[src/rtl/tdc_readout.sv]
// TDC response RAM reader: sweeps addresses 0..T-1, one word in flight,
// and streams popcount plus thermometer-bubble flag per word.
module tdc_readout #(
  parameter int N          = 256,
  parameter int T          = 512,
  parameter int RD_LATENCY = 1
) (
  input  logic                   clk,
  input  logic                   rst_n,
  input  logic                   start,
  output logic                   busy,
  output logic                   done,
  output logic                   rd_en,
  output logic [$clog2(T)-1:0]   rd_addr,
  input  logic [N-1:0]           rd_data,
  output logic                   out_valid,
  input  logic                   out_ready,
  output logic [$clog2(T)-1:0]   out_addr,
  output logic [$clog2(N+1)-1:0] out_count,
  output logic                   out_bubble,
  output logic                   out_last
);

  localparam int AW = $clog2(T);
  localparam int CW = $clog2(N+1);
  localparam logic [AW-1:0] LAST = AW'(T - 1);
  localparam logic [2:0] LAT_M1 = 3'(RD_LATENCY - 1);

  localparam logic [2:0] IDLE = 3'd0;
  localparam logic [2:0] READ = 3'd1;
  localparam logic [2:0] WAIT = 3'd2;
  localparam logic [2:0] CALC = 3'd3;
  localparam logic [2:0] PRES = 3'd4;
  localparam logic [2:0] DONE = 3'd5;

  logic [2:0]    state_q, state_d;
  logic [AW-1:0] addr_q, addr_d;
  logic [AW-1:0] oaddr_q, oaddr_d;
  logic [2:0]    wcnt_q, wcnt_d;
  logic [N-1:0]  word_q, word_d;
  logic [CW-1:0] cnt_q, cnt_d;
  logic [CW-1:0] pop;
  logic          bubble_w;
  logic          busy_q, busy_d;
  logic          done_q, done_d;
  logic          valid_q, valid_d;
  logic          bub_q, bub_d;
  logic          last_q, last_d;

  always_comb begin
    pop = '0;
    for (int i = 0; i < N; i++) begin
      pop = pop + CW'(word_q[i]);
    end
  end

  // a 0 directly below a 1 breaks the thermometer code
  assign bubble_w = |(~word_q[N-2:0] & word_q[N-1:1]);

  always_comb begin
    state_d = state_q;
    addr_d  = addr_q;
    oaddr_d = oaddr_q;
    wcnt_d  = wcnt_q;
    word_d  = word_q;
    cnt_d   = cnt_q;
    busy_d  = busy_q;
    done_d  = done_q;
    valid_d = valid_q;
    bub_d   = bub_q;
    last_d  = last_q;
    unique case (state_q)
      IDLE, DONE: begin
        if (start) begin
          state_d = READ;
          addr_d  = '0;
          busy_d  = 1'b1;
          done_d  = 1'b0;
        end
      end
      READ: begin
        wcnt_d  = LAT_M1;
        state_d = WAIT;
      end
      WAIT: begin
        if (wcnt_q == 3'd0) begin
          word_d  = rd_data;
          state_d = CALC;
        end else begin
          wcnt_d = wcnt_q - 3'd1;
        end
      end
      CALC: begin
        cnt_d   = pop;
        bub_d   = bubble_w;
        oaddr_d = addr_q;
        last_d  = (addr_q == LAST);
        valid_d = 1'b1;
        state_d = PRES;
      end
      PRES: begin
        if (out_ready) begin
          valid_d = 1'b0;
          if (addr_q == LAST) begin
            state_d = DONE;
            busy_d  = 1'b0;
            done_d  = 1'b1;
          end else begin
            addr_d  = addr_q + AW'(1);
            state_d = READ;
          end
        end
      end
      default: state_d = IDLE;
    endcase
  end

  always_ff @(posedge clk) begin
    if (!rst_n) begin
      state_q <= IDLE;
      addr_q  <= '0;
      oaddr_q <= '0;
      wcnt_q  <= '0;
      word_q  <= '0;
      cnt_q   <= '0;
      busy_q  <= 1'b0;
      done_q  <= 1'b0;
      valid_q <= 1'b0;
      bub_q   <= 1'b0;
      last_q  <= 1'b0;
    end else begin
      state_q <= state_d;
      addr_q  <= addr_d;
      oaddr_q <= oaddr_d;
      wcnt_q  <= wcnt_d;
      word_q  <= word_d;
      cnt_q   <= cnt_d;
      busy_q  <= busy_d;
      done_q  <= done_d;
      valid_q <= valid_d;
      bub_q   <= bub_d;
      last_q  <= last_d;
    end
  end

  assign busy       = busy_q;
  assign done       = done_q;
  assign rd_en      = (state_q == READ);
  assign rd_addr    = addr_q;
  assign out_valid  = valid_q;
  assign out_addr   = oaddr_q;
  assign out_count  = cnt_q;
  assign out_bubble = bub_q;
  assign out_last   = last_q;

endmodule
[config.mk]
export PLATFORM = sky130hd
export DESIGN_NAME = tdc_readout
export DESIGN_NICKNAME = d
export VERILOG_FILES = /design/src/rtl/tdc_readout.sv
export SDC_FILE = /design/constraint.sdc
export NUM_CORES = 1
export LEC_CHECK = 0
export ABC_AREA = 1
export ABC_CLOCK_PERIOD_IN_PS = 8400
export BUFFER_PORTS_ARGS = -buffer_cell sky130_fd_sc_hd__clkbuf_2
export CELL_PAD_IN_SITES_DETAIL_PLACEMENT = 0
export CELL_PAD_IN_SITES_GLOBAL_PLACEMENT = 2
export CORE_AREA = 2 2 239 241
export CTS_CLUSTER_SIZE = 20
export DETAILED_ROUTE_END_ITERATION = 10
export DIE_AREA = 0 0 241 243
export PLACE_DENSITY_LB_ADDON = 0.1
export REMOVE_ABC_BUFFERS = 1
export SYNTH_ARGS = -nofsm -noshare
export SYNTH_HDL_FRONTEND = slang
export SYNTH_SLANG_ARGS = --single-unit
[constraint.sdc]
create_clock -name clk -period 8.4 [get_ports clk]
set_input_delay 0.42 -clock clk [delete_from_list [all_inputs] [get_ports clk]]
set_output_delay 0.42 -clock clk [all_outputs]
set_load 0.02 [all_outputs]
==> reports/qor.yml, run 1 <==
floorplan:
  start_util: 0.336
  ios: 293
  core.rowCount: 87
  die_w_um: 241
  design.core.area_um2: 56000
  die_area_um2: 58600
  die_h_um: 243
flow_run:
  cap_violations: 0
clocking:
  cts_setup_buffers: 0
  clock_path_buffers: 3
  postCtsResizedCells: 0
  clock-sinks: 294
  numCtsBuffers: 39
  ctsHtreeMaxLevel: 2
  path_clk_slew_ps: 60
  postCtsHoldBufs: 0
  clockRootBuffer: "clkbuf_16"
  cts_tree: "built"
  clkLatencyLatePin_ps: 580
logic_synthesis:
  syn-cell-area_um2: 18800
  syn_inst: 2320
  synth_edf_count: 0
  synth-seq-cells: 294
  syn_avg_cell_area_um2: 8.11
  synth-seq-area-share: 0.313
  ys_warn_count: 0
  synth_top_flop_cell: "dfxtp_1"
  async_reset_ff_frac: 0
  synthDistinctLibCells: 30
layout:
  syn_to_final_growth_pct: 18.5
  final_common_cell: "inv_1"
  drive_gt1_frac: 0.148
  antenna_cells: 0
  layoutNonFillerInstCount: 3355
  final_nets: 3118
  layout_common_cells: "526 x inv_1, 320 x nand2_1, 305 x o21ai_0"
global_routing:
  first_global_vias: 16300
  grt_busiest_layer: "met2"
  grt.overflow.total: 0
  grt_start_max_net_pins: 159
  grtUsageMet1: 0.359
  grt_pass1_wl_mm: 108
  gr-usage-all-layers: 0.259
  antenna_found_initial: 2
  groute.layer.met2.usage: 0.418
  grt_util_met3: 0.0429
setup_path:
  setup.worst_path.start_class: "flop"
  path_class: "flop to flop"
  cp_common_cell: "fa_1"
  crit_arrival_ps: 8310
  slowest_delay_ps: 550
  crit_path_max_fanout: 3
  critical_path_required_ps: 8840
  crit_slowest_cell: "fa_1"
  worstSetupEndpointType: "flop"
placed_design:
  dp_hpwl_mm: 61.8
  gp_congestion: 0.893
  dp_cells: 3288
  io_buffers: 292
detailed_routing:
  drt_drc_violations_left: 0
  wirelength_mm: 74.4
  wl_per_cell_um: 22.2
  route.vias.total: 15600
  dr.pass1.iters: 5
  drt_iter0_drc: 916
  drtAntennaViolNets: 0
  vias_per_cell: 4.65
timing:
  max_slew_margin: 0.284
  hold_slack_ps: 110
  setup_viol: 0
  fin_crit_sh: 0.936
  rsz0062_at_grt: "no"
  worst_slew_pin_slew_ps: 1060
  finalMaxSlewViolations: 0
  worst_clock_skew_ps: 27.6
  finalSetupTns_ps: 0
  fin_crit_ps: 7870
  finalHoldViolCount: 0
  fmax_ghz: 0.127
worst_hold_path:
  min_path_type: "input pin to flop"
status:
  status: "completed"
[final timing paths]
check                           slack (ps)      endpoint  cells past startpoint          from
worst min register to register         460     out_valid                      2     out_valid
worst max register to register         530  out_count[6]                     28   word_q[149]
worst max-delay path                   530  out_count[6]                     28   word_q[149]
worst min-delay path                   110   word_q[145]                      3  rd_data[145]
[logic make-up after synthesis]
logic type	Yosys count	share of synthesized area
AND/OR/NAND/NOR	499	0.107
XOR/XNOR	4	0.00186
flip-flops	294	0.313
buffers and inverters	627	0.128
adder cells (fa/ha/maj)	285	0.286
AO/OA/AOI/OAI	611	0.165
[worst max-delay path, delay by kind of cell, from the launching register on]
kind	cells	cell delay, ps
buffers and inverters	9	540
AO/OA/AOI/OAI	2	250
AND/OR/NAND/NOR	4	380
adder cells (fa/ha/maj)	13	6240
flip-flops	1	340
[cell type report]
class | count | area, um2
sequential | 294 | 5890
fill | 5906 | 33700
clock buffer | 52 | 1100
timing repair buffer | 308 | 1600
clock inverter | 15 | 211
tap | 756 | 946
multi-input combinational | 1399 | 10500
inverter | 531 | 1990
[layer usage]
layer / wire (um) / share of wire
met1: 34300 / 0.46
met2: 34600 / 0.46
met3: 3710 / 0.050
met4: 1860 / 0.025
met5: 0 / 0
[synthesized netlist by cell type (2+ instances only)]
cell | n | area share
ha_1 | 43 | 0.029
nand2_1 | 321 | 0.064
inv_2 | 4 | 0.00080
nor2_1 | 104 | 0.021
buf_2 | 41 | 0.011
fa_1 | 242 | 0.26
a21oi_1 | 284 | 0.076
xor2_1 | 3 | 0.0014
o22ai_1 | 4 | 0.0013
inv_1 | 526 | 0.10
dfxtp_1 | 294 | 0.31
o21ai_0 | 305 | 0.081
nand4_1 | 12 | 0.0040
nand3_1 | 53 | 0.014
clkbuf_1 | 55 | 0.011
o211ai_1 | 8 | 0.0032
o21ai_1 | 5 | 0.0013
nor3_1 | 2 | 0.00053
or2_2 | 3 | 0.0010
[stage by stage]
stage	util	cell area [um2]	worst slack, ps
2_1_floorplan	-	18400	-51.9
3_5_place_dp	0.375	21000	561
5_1_grt	0.398	22300	225
6_report	0.398	22300	535
4_1_cts	0.398	22300	500
3_3_place_gp	0.375	21000	568
[state kept, by name, summed over array words and instances (netlist names)]
register and cells:
state_q 3, out_addr 9, out_bubble 1, done 1
out_last 1, word_q 256, out_valid 1, out_count 9
rd_addr 9, wcnt_q 3, busy 1
Power of run 1 is left out: the tool's default activity adds up to more than one toggle a clock period on the data nets, which glitch-free logic cannot reach.
==> run 2: changes to the inputs <==
--- a/config.mk
+++ b/config.mk
@@ -6,7 +6,7 @@
 export NUM_CORES = 1
 export LEC_CHECK = 0
 export ABC_AREA = 1
-export ABC_CLOCK_PERIOD_IN_PS = 8400
+export ABC_CLOCK_PERIOD_IN_PS = 7900
 export BUFFER_PORTS_ARGS = -buffer_cell sky130_fd_sc_hd__clkbuf_2
 export CELL_PAD_IN_SITES_DETAIL_PLACEMENT = 0
 export CELL_PAD_IN_SITES_GLOBAL_PLACEMENT = 2
==> constraint.sdc (replaced) <==
create_clock -name clk -period 7.9 [get_ports clk]
set_input_delay 0.395 -clock clk [delete_from_list [all_inputs] [get_ports clk]]
set_output_delay 0.395 -clock clk [all_outputs]
set_load 0.02 [all_outputs]
==> run 2 against run 1 <==
Sequential share of layout area shrank 0.18 points. Die area is the same. Maximum frequency grew 2.4%. Sequential cell count is the same. Critical path depth is the same. Critical endpoint unchanged. Largest cell class unchanged.
==> reports/qor.yml, run 2 (same netlist as run 1, synthesis figures left out) <==
setup_path:
  setup.worst_path.start_class: "flop"  # unchanged
  worstSetupEndpointType: "flop"  # unchanged
  r2r_cells: 28  # unchanged
  startpoint: "word_q[131]"  # was word_q[149]
  crit_arrival_ps: 8130  # was 8310 ps
  crit_slowest_cell: "fa_1"  # unchanged
  slowest_delay_ps: 560  # was 550 ps
  worstReg2RegEnd: "out_count[6]"  # unchanged
  critical_path_required_ps: 8340  # was 8840 ps
  worstReg2RegStart: "word_q[131]"  # was word_q[149]
  crit_path_max_fanout: 3  # unchanged
  cp_common_cell: "fa_1"  # unchanged
  path_class: "flop to flop"  # unchanged
  r2r_setup_slack_ps: 220  # was 530 ps
detailed_routing:
  vias_per_cell: 4.69  # was 4.65
  top_layer: "met4"  # unchanged
  wl_per_cell_um: 22.1  # was 22.2 um
  dr.pass1.iters: 5  # unchanged
  drtAntennaViolNets: 0  # unchanged
  drt_drc_violations_left: 0  # unchanged
  route.vias.total: 15800  # was 15600
  dr_wl_met2_mm: 34.6  # about the same
  drt_iter0_drc: 1040  # was 916
  wl_met1_mm: 34.4  # was 34.3 mm
  wl_met3_mm: 3.97  # was 3.71 mm
  wirelength_mm: 74.5  # was 74.4 mm
global_routing:
  first_global_vias: 16400  # was 16300
  gr-usage-all-layers: 0.259  # about the same
  grt_start_max_net_pins: 148  # was 159
  antenna_found_initial: 4  # was 2
  grt_pass1_wl_mm: 108  # about the same
  grt.overflow.total: 0  # unchanged
layout:
  layout_common_cells: "521 x inv_1, 319 x nand2_1, 304 x o21ai_0"  # was 526 x inv_1, 320 x nand2_1, 305 x o21ai_0
  final_nets: 3137  # was 3118
  postLayoutCellArea_um2: 22500  # was 22300 um2
  syn_to_final_growth_pct: 19.4  # was 18.5%
  seq_area_um2: 5890  # about the same
  drive_gt1_frac: 0.160  # was 0.148
  nFillCells: 5916  # was 5906
  largest_reg_flops: 256  # unchanged
  regMostFlops: "word_q"  # unchanged
  final_common_cell: "inv_1"  # unchanged
  final_core_util: 0.401  # was 0.398
  multi_input_area_um2: 10600  # was 10500 um2
floorplan:
  die_h_um: 243  # unchanged
  start_util: 0.336  # unchanged
  core.rowCount: 87  # unchanged
  ios: 293  # unchanged
  die_w_um: 241  # unchanged
  design.core.area_um2: 56000  # unchanged
  die_area_um2: 58600  # unchanged
placed_design:
  gp_congestion: 0.908  # was 0.893
  io_buffers: 292  # unchanged
  dp_hpwl_mm: 62.0  # was 61.8 mm
  place_area_um2: 21100  # was 21000 um2
timing:
  worst_clock_skew_ps: 26.7  # was 27.6 ps
  rsz0062_at_grt: "yes"  # was no
  finalHoldViolCount: 0  # unchanged
  worst_slew_pin_slew_ps: 1090  # was 1060 ps
  max_slew_margin: 0.269  # was 0.284
  fmax_ghz: 0.130  # was 0.127 GHz
  fin_crit_sh: 0.973  # was 0.936
  fin_crit_ps: 7680  # was 7870 ps
  finalMaxSlewViolations: 0  # unchanged
  finalSetupTns_ps: 0  # unchanged
  setup_viol: 0  # unchanged
worst_hold_path:
  hp-start: "rd_data[145]"  # unchanged
  min_to: "word_q[145]"  # unchanged
  holdPathStages: 3  # unchanged
  min_path_type: "input pin to flop"  # unchanged
clocking:
  clock_path_buffers: 3  # unchanged
  numCtsBuffers: 39  # unchanged
  clkLatencyLatePin_ps: 580  # about the same
  clockRootBuffer: "clkbuf_16"  # unchanged
  postCtsHoldBufs: 0  # unchanged
  clock-sinks: 294  # unchanged
  path_clk_slew_ps: 60  # about the same
  cts_tree: "built"  # unchanged
  ctsHtreeMaxLevel: 2  # unchanged
status:
  status: "completed"  # unchanged
flow_run:
  cap_violations: 0  # unchanged
[run 2: cell types whose count changed in the layout (fill, tap and decap cells not counted), sizes merged]
cell      previous run  this run
inv                534       532
clkinvlp             0         2
clkinv               7         5
diode                0         1
bufinv               5         2
clkbuf             343       349
buf                 17        36
[run 2: worst max-delay path: cells and delay by family, from the launching register on]
kind | cells | cell delay, ps
adder cells (fa/ha/maj) | 13 | 6160
AO/OA/AOI/OAI | 2 | 230
AND/OR/NAND/NOR | 4 | 330
flip-flops | 1 | 330
buffers and inverters | 9 | 500
[run 2: timing repair]
item                                    in CTS  in global routing
endpoints found under the setup margin       1                  5
pin swaps                                    1                 18
gates resized for setup                      1                 22
buffers inserted                             0                  0
[run 2: routing by layer]
layer | vias up | track usage
met5 | - | 0
met4 | 0 | 0.0630
met3 | 61 | 0.0448
met2 | 393 | 0.416
met1 | 7689 | 0.360
li1 | 7704 | -
[run 2: through the flow]
stage / hold slack (ps) / setup slack [ps] / std cells
2_1_floorplan: 467 / -552 / 2224
4_1_cts: 59.5 / 9.56 / 3375
3_5_place_dp: 461 / 19.4 / 3307
3_3_place_gp: 454 / 34.2 / 3307
6_report: 77.8 / 216 / 3376
5_1_grt: 81.8 / -53.2 / 3375
[run 2: layout make-up]
class / instances / share of cell area
tap: 756 / 0.0421
sequential: 294 / 0.262
clock inverter: 10 / 0.00535
inverter: 531 / 0.0887
antenna: 1 / 0.000111
timing repair buffer: 327 / 0.0781
clock buffer: 58 / 0.0511
multi-input combinational: 1399 / 0.472
[run 2: worst max path at each step]
| stage | endpoint | slack, ps |
|---|---|---|
| after floorplan | word_q[0] | -550 |
| after global placement | out_count[6] | 30 |
| after detailed placement | out_count[6] | 20 |
| after CTS | out_count[6] | 10 |
| after global routing | out_count[6] | -50 |
| final | out_count[6] | 220 |
Power of run 2 is left out for the same reason.
